[config.mk]
export PLATFORM = sky130hd
export DESIGN_NAME = occupancy_counter_flat
export DESIGN_NICKNAME = d
export VERILOG_FILES = /design/src/rtl/occupancy_counter_pkg.sv /design/src/rtl/occupancy_counter_if.sv /design/src/rtl/occupancy_counter_beam_debouncer.sv /design/src/rtl/occupancy_counter.sv /design/src/flat_wrapper.sv
export SDC_FILE = /design/constraint.sdc
export NUM_CORES = 1
export LEC_CHECK = 0
export ABC_AREA = 1
export CELL_PAD_IN_SITES_DETAIL_PLACEMENT = 1
export CELL_PAD_IN_SITES_GLOBAL_PLACEMENT = 2
export CORE_ASPECT_RATIO = 0.75
export CORE_UTILIZATION = 36
export CTS_BUF_LIST = sky130_fd_sc_hd__clkbuf_4
export CTS_CLUSTER_DIAMETER = 200
export CTS_CLUSTER_SIZE = 40
export DETAILED_ROUTE_END_ITERATION = 16
export PLACE_DENSITY_LB_ADDON = 0.1
export SYNTH_ARGS = -nofsm -noshare
export SYNTH_HDL_FRONTEND = slang
export SYNTH_HIERARCHICAL = 1
export SYNTH_SLANG_ARGS = --single-unit
[constraint.sdc]
create_clock -name Clock -period 2.4 [get_ports Clock]
set_input_delay 0.48 -clock Clock [delete_from_list [all_inputs] [get_ports Clock]]
set_output_delay 0.48 -clock Clock [all_outputs]
set_load 0.05 [all_outputs]
[src/rtl/occupancy_counter_pkg.sv]
// Shared types and constants for the doorway occupancy counter: FSM state
// encoding, passage events and BCD digit helpers.
package occupancy_counter_pkg;

  localparam int unsigned BCD_W = 4;

  typedef logic [BCD_W-1:0] bcd_t;

  localparam bcd_t BCD_NINE = 4'd9;

  typedef enum logic [2:0] {
    ST_IDLE,
    ST_E1,
    ST_E2,
    ST_E3,
    ST_X1,
    ST_X2,
    ST_X3
  } fsm_state_t;

  typedef enum logic [1:0] {
    EV_NONE,
    EV_ENTER,
    EV_EXIT
  } pass_event_t;

  // Split a binary ceiling into BCD digits so that saturation checks stay digit-wise.
  function automatic bcd_t tens_of(input int unsigned value);
    return bcd_t'(value / 10);
  endfunction

  function automatic bcd_t ones_of(input int unsigned value);
    return bcd_t'(value % 10);
  endfunction

endpackage

[src/rtl/occupancy_counter_if.sv]
// Beam, clear and occupancy-display signals shared between the counter and
// whatever drives or consumes them.
interface occupancy_counter_if;
  import occupancy_counter_pkg::*;

  logic OuterBeam;
  logic InnerBeam;
  logic Clear;
  bcd_t PersonTens;
  bcd_t PersonOnes;
  logic Full;
  logic Empty;
  logic Rejected;

  modport master (
    output OuterBeam, InnerBeam, Clear,
    input  PersonTens, PersonOnes, Full, Empty, Rejected
  );

  modport slave (
    input  OuterBeam, InnerBeam, Clear,
    output PersonTens, PersonOnes, Full, Empty, Rejected
  );

endinterface

[src/rtl/occupancy_counter_beam_debouncer.sv]
// Two-flop synchroniser followed by a debouncer: the output follows the
// synchronised beam only after it has differed for DEBOUNCE_CYCLES cycles in a row.
module beam_debouncer #(
  parameter int unsigned DEBOUNCE_CYCLES = 500000
) (
  input  logic clk,
  input  logic rst,
  input  logic beam_raw,
  output logic beam_db
);

  localparam int unsigned CNT_W = (DEBOUNCE_CYCLES < 2) ? 1 : $clog2(DEBOUNCE_CYCLES);

  logic [1:0]       sync_q, sync_d;
  logic             db_q, db_d;
  logic [CNT_W-1:0] cnt_q, cnt_d;

  // NOTE: every signal written here gets a default first so no latch is inferred.
  always_comb begin
    sync_d = {sync_q[0], beam_raw};
    db_d   = db_q;
    cnt_d  = '0;
    if (sync_q[1] != db_q) begin
      if (cnt_q == CNT_W'(DEBOUNCE_CYCLES - 1)) db_d = sync_q[1];
      else                                      cnt_d = cnt_q + 1'b1;
    end
  end

  // NOTE: non-blocking assignments so every flop updates from pre-edge values.
  always_ff @(posedge clk) begin
    if (rst) begin
      sync_q <= '0;
      db_q   <= 1'b0;
      cnt_q  <= '0;
    end else begin
      sync_q <= sync_d;
      db_q   <= db_d;
      cnt_q  <= cnt_d;
    end
  end

  assign beam_db = db_q;

endmodule

[src/rtl/occupancy_counter.sv]
// Doorway occupancy counter: debounced beams feed a direction FSM whose
// ENTER/EXIT events drive a saturating two-digit BCD up/down counter.
module occupancy_counter
  import occupancy_counter_pkg::*;
#(
  parameter int unsigned DEBOUNCE_CYCLES = 500000,
  parameter int unsigned TIMEOUT_CYCLES  = 100000000,
  parameter int unsigned MAX_PERSONS     = 44
) (
  input  logic               Clock,
  input  logic               Reset,
  occupancy_counter_if.slave bus
);

  localparam bcd_t        MAX_TENS = tens_of(MAX_PERSONS);
  localparam bcd_t        MAX_ONES = ones_of(MAX_PERSONS);
  localparam int unsigned TMR_W    = $clog2(TIMEOUT_CYCLES + 1);

  logic outer_db, inner_db;

  beam_debouncer #(.DEBOUNCE_CYCLES(DEBOUNCE_CYCLES)) u_outer (
    .clk      (Clock),
    .rst      (Reset),
    .beam_raw (bus.OuterBeam),
    .beam_db  (outer_db)
  );

  beam_debouncer #(.DEBOUNCE_CYCLES(DEBOUNCE_CYCLES)) u_inner (
    .clk      (Clock),
    .rst      (Reset),
    .beam_raw (bus.InnerBeam),
    .beam_db  (inner_db)
  );

  fsm_state_t       state_q, state_d;
  pass_event_t      event_q, event_d;
  logic [TMR_W-1:0] timer_q, timer_d;

  always_comb begin
    state_d = state_q;
    event_d = EV_NONE;
    case (state_q)
      ST_IDLE: begin
        // Both beams broken from idle cannot be attributed to a direction.
        if (outer_db && !inner_db)      state_d = ST_E1;
        else if (!outer_db && inner_db) state_d = ST_X1;
      end
      ST_E1: begin
        if (outer_db && inner_db)        state_d = ST_E2;
        else if (!outer_db && !inner_db) state_d = ST_IDLE;
      end
      ST_E2: begin
        if (!outer_db && inner_db)      state_d = ST_E3;
        else if (outer_db && !inner_db) state_d = ST_E1;
      end
      ST_E3: begin
        if (!outer_db && !inner_db) begin
          state_d = ST_IDLE;
          event_d = EV_ENTER;
        end else if (outer_db && inner_db) begin
          state_d = ST_E2;
        end
      end
      ST_X1: begin
        if (outer_db && inner_db)        state_d = ST_X2;
        else if (!outer_db && !inner_db) state_d = ST_IDLE;
      end
      ST_X2: begin
        if (outer_db && !inner_db)      state_d = ST_X3;
        else if (!outer_db && inner_db) state_d = ST_X1;
      end
      ST_X3: begin
        if (!outer_db && !inner_db) begin
          state_d = ST_IDLE;
          event_d = EV_EXIT;
        end else if (outer_db && inner_db) begin
          state_d = ST_X2;
        end
      end
      default: state_d = ST_IDLE;
    endcase

    // A stalled passage is abandoned without touching the count.
    if (state_q != ST_IDLE && timer_q == TMR_W'(TIMEOUT_CYCLES - 1)) begin
      state_d = ST_IDLE;
      event_d = EV_NONE;
    end

    timer_d = (state_q == ST_IDLE || state_d != state_q) ? '0 : timer_q + 1'b1;
  end

  bcd_t tens_q, tens_d, ones_q, ones_d;
  logic full_q, full_d, empty_q, empty_d, rejected_q, rejected_d;

  always_comb begin
    tens_d     = tens_q;
    ones_d     = ones_q;
    rejected_d = 1'b0;
    // Clear discards any event arriving in the same cycle.
    if (bus.Clear) begin
      tens_d = '0;
      ones_d = '0;
    end else begin
      case (event_q)
        EV_ENTER: begin
          if (full_q) begin
            rejected_d = 1'b1;
          end else if (ones_q == BCD_NINE) begin
            ones_d = '0;
            tens_d = tens_q + 1'b1;
          end else begin
            ones_d = ones_q + 1'b1;
          end
        end
        EV_EXIT: begin
          if (empty_q) begin
            rejected_d = 1'b1;
          end else if (ones_q == '0) begin
            ones_d = BCD_NINE;
            tens_d = tens_q - 1'b1;
          end else begin
            ones_d = ones_q - 1'b1;
          end
        end
        default: ;
      endcase
    end
    full_d  = (tens_d == MAX_TENS) && (ones_d == MAX_ONES);
    empty_d = (tens_d == '0) && (ones_d == '0);
  end

  always_ff @(posedge Clock) begin
    if (Reset) begin
      state_q    <= ST_IDLE;
      event_q    <= EV_NONE;
      timer_q    <= '0;
      tens_q     <= '0;
      ones_q     <= '0;
      full_q     <= 1'b0;
      empty_q    <= 1'b1;
      rejected_q <= 1'b0;
    end else begin
      state_q    <= state_d;
      event_q    <= event_d;
      timer_q    <= timer_d;
      tens_q     <= tens_d;
      ones_q     <= ones_d;
      full_q     <= full_d;
      empty_q    <= empty_d;
      rejected_q <= rejected_d;
    end
  end

  assign bus.PersonTens = tens_q;
  assign bus.PersonOnes = ones_q;
  assign bus.Full       = full_q;
  assign bus.Empty      = empty_q;
  assign bus.Rejected   = rejected_q;

endmodule

[src/flat_wrapper.sv]
// flat-port wrapper written by rule: the top's interface ports become plain ports
module occupancy_counter_flat import occupancy_counter_pkg::*;
#(
  parameter int unsigned DEBOUNCE_CYCLES = 500000,
  parameter int unsigned TIMEOUT_CYCLES  = 100000000,
  parameter int unsigned MAX_PERSONS     = 44
)
  (Clock, Reset, bus_OuterBeam, bus_InnerBeam, bus_Clear, bus_PersonTens, bus_PersonOnes, bus_Full, bus_Empty, bus_Rejected);
  occupancy_counter_if bus_i ();
  input  logic Clock;
  input  logic Reset;
  input wire logic [$bits(bus_i.OuterBeam)-1:0] bus_OuterBeam;
  input wire logic [$bits(bus_i.InnerBeam)-1:0] bus_InnerBeam;
  input wire logic [$bits(bus_i.Clear)-1:0] bus_Clear;
  output wire logic [$bits(bus_i.PersonTens)-1:0] bus_PersonTens;
  output wire logic [$bits(bus_i.PersonOnes)-1:0] bus_PersonOnes;
  output wire logic [$bits(bus_i.Full)-1:0] bus_Full;
  output wire logic [$bits(bus_i.Empty)-1:0] bus_Empty;
  output wire logic [$bits(bus_i.Rejected)-1:0] bus_Rejected;
  assign bus_i.OuterBeam = bus_OuterBeam;
  assign bus_i.InnerBeam = bus_InnerBeam;
  assign bus_i.Clear = bus_Clear;
  assign bus_PersonTens = bus_i.PersonTens;
  assign bus_PersonOnes = bus_i.PersonOnes;
  assign bus_Full = bus_i.Full;
  assign bus_Empty = bus_i.Empty;
  assign bus_Rejected = bus_i.Rejected;
  occupancy_counter #(.DEBOUNCE_CYCLES(DEBOUNCE_CYCLES), .TIMEOUT_CYCLES(TIMEOUT_CYCLES), .MAX_PERSONS(MAX_PERSONS)) u_core (.Clock(Clock), .Reset(Reset), .bus(bus_i));
endmodule
# Word level (Yosys, flattened, before mapping)
# Index checks and enable logic that the tools add are counted.
# Widths: inputs -> output; s select.
[word_totals] out_inout_bits=11 reg_bits=87 wordCells=94
[op_classes] n_mux=32 eq_ne=17 n_bitwise=2 add_sub_neg=7 n_reduce_logical=22
[ops] operator="$mux 4" count=10
[ops] operator="$mux 3" count=13
[ops] operator="$add 19x1->19 const B" count=2
[ops] operator="$eq 19x19->1 const B" count=2
[ops] operator="$add 27x1->27 const B" count=1
[ops] operator="$eq 27x27->1 const B" count=1
[ops] operator="$pmux 3 s7" count=1
[ops] operator="$pmux 4 s2" count=2
[ops] operator="$logic_not 4->1" count=3
[ops] operator="$eq 3x3->1 const B" count=3
[ops] operator="$add 4x1->4 const B" count=2
[ops] operator="$eq 4x3->1 const B" count=2
[ops] operator="$sub 4x1->4 const B" count=2
[ops] operator="$logic_and 1x1->1" count=7
[ops] operator="$eq 3x2->1 const B" count=2
[ops] operator="$reduce_or 2->1" count=3
[ops] operator="$reduce_or 3->1" count=2
[ops] operator="$eq 4x4->1 const B" count=1
[ops] operator="$pmux 2 s2" count=1
[ops] operator="$reduce_and 2->1" count=2
[ops] operator="$eq 3x1->1 const B" count=1
[ops] operator="$logic_not 3->1" count=1
[ops] operator="$mux 1" count=3
[ops] operator="$ne 3x3->1" count=1
[ops] operator="other kinds (9)" count=12

# Logic depth before layout (Yosys ltp)
[depth] ltp_word=9 mapped_depth=13 ltp_nobuf=13

# Cells and area by module
# The synthesis kept the hierarchy.
[modules_own_cells] module="occupancy_counter" instances=1 area_each_um2=2950.3 cells_each=446
[modules_own_cells] module="beam_debouncer" instances=2 area_each_um2=1167.4 cells_each=181

# Least setup slack after synthesis
# Ideal clock, no wire load.
[synth_timing] path_kind="register -> register" startpoint="register u_core.ones_q[0] (netlist: u_core/bus.PersonOnes[0])" endpoint="register u_core.full_q (netlist: u_core/bus.Full)" t_required_ns=2.336 period_less_slack_ns=1.960 path_stages_with_launch=11 arrival_time_ns=1.896 path_slack_ns=0.440 path_cell_list="dfxtp_1 > ha_1 > nand3_1 > nor2_1 > nand3_1 > nand3_1 > nand3_1 > nand2_1 > nor2b_1 > inv_1 > nor2_1"
[synth_between] elab_chain_cells=7
[synth_rtl] item="start, declared" line_no="occupancy_counter.sv:92" rtl="bcd_t tens_q, tens_d, ones_q, ones_d;"
[synth_rtl] item="start signal, assigned" line_no="occupancy_counter.sv:147" rtl="ones_q <= ones_d;"
[synth_rtl] item="$sub 4x1->4 (tied with other cells)" line_no="occupancy_counter.sv:122" rtl="ones_d = ones_q - 1'b1;"
[synth_rtl] item="$mux 4, on equally long branches" line_no="occupancy_counter.sv:118, occupancy_counter.sv:108"
[synth_rtl] item="$mux 4, on equally long branches" line_no="occupancy_counter.sv:116, occupancy_counter.sv:106"
[synth_rtl] item="$pmux 4 s2" line_no="occupancy_counter.sv:104" rtl="case (event_q)"
[synth_rtl] item="$mux 4" line_no="occupancy_counter.sv:100" rtl="if (bus.Clear) begin"
[synth_rtl] item="$eq 4x3->1" line_no="occupancy_counter.sv:128" rtl="full_d = (tens_d == MAX_TENS) && (ones_d == MAX_ONES);"
[synth_rtl] item="$logic_and 1x1->1 *" line_no="occupancy_counter.sv:128"
[synth_rtl] item="end signal, assigned" line_no="occupancy_counter.sv:148" rtl="full_q <= full_d;"
[synth_rtl] item="end, declared" line_no="occupancy_counter.sv:93" rtl="logic full_q, full_d, empty_q, empty_d, rejected_q, rejected_d;"
# Mark *: on every way between the ends. The rest lies on a longest branch, timed or not.
# A chain may end at the register's enable or synchronous reset.

# Worst setup path after layout
[layout_timing] startpoint="register u_core.tens_q[2] (netlist: u_core/bus.PersonTens[2])" endpoint="output port bus_PersonTens[2]"
[layout_rtl] item="start, declared" line_no="occupancy_counter.sv:92"
[layout_rtl] item="start signal, assigned" line_no="occupancy_counter.sv:146" rtl="tens_q <= tens_d;"
[layout_rtl] item="end, declared" line_no="flat_wrapper.sv:15" rtl="output wire logic [$bits(bus_i.PersonTens)-1:0] bus_PersonTens;"
# No word-level cell between the ends.

==> results.sh <==
export IMPL_status="finished, final reports clean"
export IMPL_cts_max_path_buffers=2
export IMPL_grt_max_degree=28
export IMPL_fin_tns_setup_ps=0
export IMPL_p_leak_nw=2.06
export IMPL_slew_headroom_pct=65.5
export IMPL_ys_seq_area_share_pct=33.0
export IMPL_cpLargestDelayFamily="buffers and inverters"
export IMPL_fill_cells=1875
export IMPL_finalPower_mw=2.49
export IMPL_min_period_ps=2290
export IMPL_drive_above_1_share_pct=8.73
export IMPL_post_route_period_util_pct=95.4
export IMPL_cts_buffers=9
export IMPL_wl_um=14600
export IMPL_grt_pass1_vias=5116
export IMPL_cp_max_fo=6
export IMPL_clkTransAtPathRegs_ps=140
export IMPL_n_antenna_cell=0
export IMPL_worst_setup_path_type="reg -> out"
export IMPL_cts_setup_buffers=0
export IMPL_power_per_cell_area_nw_per_um2=428
export IMPL_syn_to_final_growth_pct=10.0
export IMPL_placedCellCount=1015
export IMPL_finClkSkew_ps=21.2
export IMPL_rsz0062_at_grt="false"
export IMPL_vias_per_cell=4.90
export IMPL_rrSetupSlack_ps=280
export IMPL_path_buf_inv=1
export IMPL_cts_tree="done"
export IMPL_critPathCaptureType="output pin"
export IMPL_overflow=0
export IMPL_initialDrtViolationCount=184
export IMPL_slowest_delay_ps=860
export IMPL_first_pass_iters=6
export IMPL_finalSetupViolCount=0
export IMPL_synth_area_per_cell_um2=6.54
export IMPL_post_cts_resized=0
export IMPL_die_y_um=107
export IMPL_cp_start_kind="flip-flop"
export IMPL_worstSkewPairLatency_ps=490
export IMPL_clock_sinks=87
export IMPL_crit_required_ps=1920
export IMPL_netlist_area_um2=5290
export IMPL_synth_distinct_cells=32
export IMPL_worstHoldPathType="reg -> reg"
export IMPL_postRouteAntennaNets=0
export IMPL_dieArea_um2=15200
export IMPL_final_core_util_pct=41.5
export IMPL_initial_core_util_pct=37.7
export IMPL_clock_fmax_mhz=437
export IMPL_ys_warn_count=6
export IMPL_avgRoutedWirePerCell_um=14.1
export IMPL_die_x_um=142
export IMPL_coreArea_um2=14000
export IMPL_finalMaxSlewViolations=0
export IMPL_layout_nets=846
export IMPL_h_tree_depth=3
export IMPL_cts_hold_buf=0
export IMPL_rows=37
export IMPL_place_gp_congestion=0.850
export IMPL_ioPinCount=16
export IMPL_ir_drop_mv=0.326
export IMPL_cts_root_buf="clkbuf_4"
export IMPL_layout_commonest_cell="nand2_1"
export IMPL_grt_pass1_wl_um=24800
export IMPL_syn_nets=823
export IMPL_hpwl_um=11200
export IMPL_layout_common_cells="nand2_1 (197), nor2_1 (134), inv_1 (130)"
export IMPL_worstMarginPinSlew_ps=515
export IMPL_grtUsageTotal_pct=20.8
export IMPL_final_cells=1031
export IMPL_ys_ff_latch=87
export IMPL_crit_chain="clkdlybuf4s50_1"
export IMPL_synthCells=808
export IMPL_hold_viol=0
export IMPL_grt_antenna_before_repair=0
export IMPL_vias=5054
export IMPL_cp_arrival_ps=1810
export IMPL_io_buffers=15
export IMPL_cap_viol_max_count=0
export IMPL_crit_slowest_cell="clkdlybuf4s50_1"
export IMPL_post_route_drc_count=0
[stage by stage]
| step | cell area (µm²) | setup WS [ps] | hold slack [ps] |
|---|---|---|---|
| detailed placement | 5650 | 289 | 401 |
| floorplan | 5290 | 440 | 388 |
| global placement | 5650 | 408 | 396 |
| finish | 5820 | 110 | 416 |
| CTS | 5810 | 8.81 | 416 |
| global route | 5820 | 18.3 | 455 |
[cell type report]
| type | count | area (µm²) | area share (%) |
|---|---|---|---|
| tap | 195 | 244 | 4.20 |
| inverter | 132 | 497 | 8.54 |
| sequential | 87 | 1740 | 29.9 |
| multi-input combinational | 582 | 2980 | 51.3 |
| clock buffer | 10 | 75.1 | 1.29 |
| timing repair buffer | 19 | 183 | 3.14 |
| clock inverter | 6 | 92.6 | 1.59 |
[logic make-up after synthesis]
logic type      synth area share (%)
compound gates                  4.26
xor+xnor                        5.63
fa+ha+maj                       2.37
buf+inv                         10.6
flops                           33.0
simple gates                    44.2
[layer usage]
metal / up-vias / wire, µm / part of all wire, % / global-route usage [%]
met5: - / 0 / 0 / 0
met4: 0 / 167 / 1.1 / 6.07
met3: 16 / 284 / 2.0 / 3.93
met2: 46 / 6580 / 45 / 34.3
met1: 2419 / 7530 / 52 / 27.5
li1: 2573 / - / - / -
[synthesized netlist by cell type (all sizes together)]
library cell / n / area [µm²]
nor2: 146 / 598
nand3b: 4 / 30.0
nor3: 53 / 370
inv: 131 / 492
xor2: 29 / 254
o221ai: 1 / 8.76
buf: 6 / 60.1
o21ai: 11 / 55.1
clkinv: 1 / 5.00
nand4: 14 / 87.6
clkbuf: 1 / 3.75
ha: 10 / 125
xnor2: 5 / 43.8
dfxtp: 87 / 1740
nor2b: 1 / 6.26
a21oi: 22 / 110
a31oi: 1 / 6.26
o21bai: 2 / 37.5
o211ai: 1 / 7.51
nand3: 73 / 418
nand2: 207 / 812
nor4: 2 / 12.5
[state kept, by name, summed over array words and instances, names as in the netlist]
signal / count
u_core/u_inner/cnt_q: 19
u_core/bus.Full: 1
u_core/state_q: 3
u_core/bus.PersonOnes: 4
u_core/event_q: 2
u_core/timer_q: 27
u_core/u_inner/beam_db: 1
u_core/u_outer/sync_q: 2
u_core/u_outer/beam_db: 1
u_core/u_inner/sync_q: 2
u_core/bus.Empty: 1
u_core/bus.Rejected: 1
u_core/u_outer/cnt_q: 19
u_core/bus.PersonTens: 4
[where the power goes]
part / internal, mW / switching [mW] / total (mW) / leakage [nW]
Sequential: 1.45 / 0.00262 / 1.45 / 0.701
Clock: 0.438 / 0.565 / 1.00 / 0.0832
Combinational: 0.0134 / 0.0206 / 0.0341 / 1.28
[path summary, 6_finish.rpt]
kind | from | to | depth (start not counted)
max | u_core/bus.PersonTens[2] | bus_PersonTens[2] | 1
min | u_core/u_outer/sync_q[0] | u_core/u_outer/sync_q[1] | 2
max reg2reg | u_core/timer_q[0] | u_core/timer_q[15] | 9
min reg2reg | u_core/u_outer/sync_q[0] | u_core/u_outer/sync_q[1] | 2
Note: power is estimated with default switching activity, not from simulation.
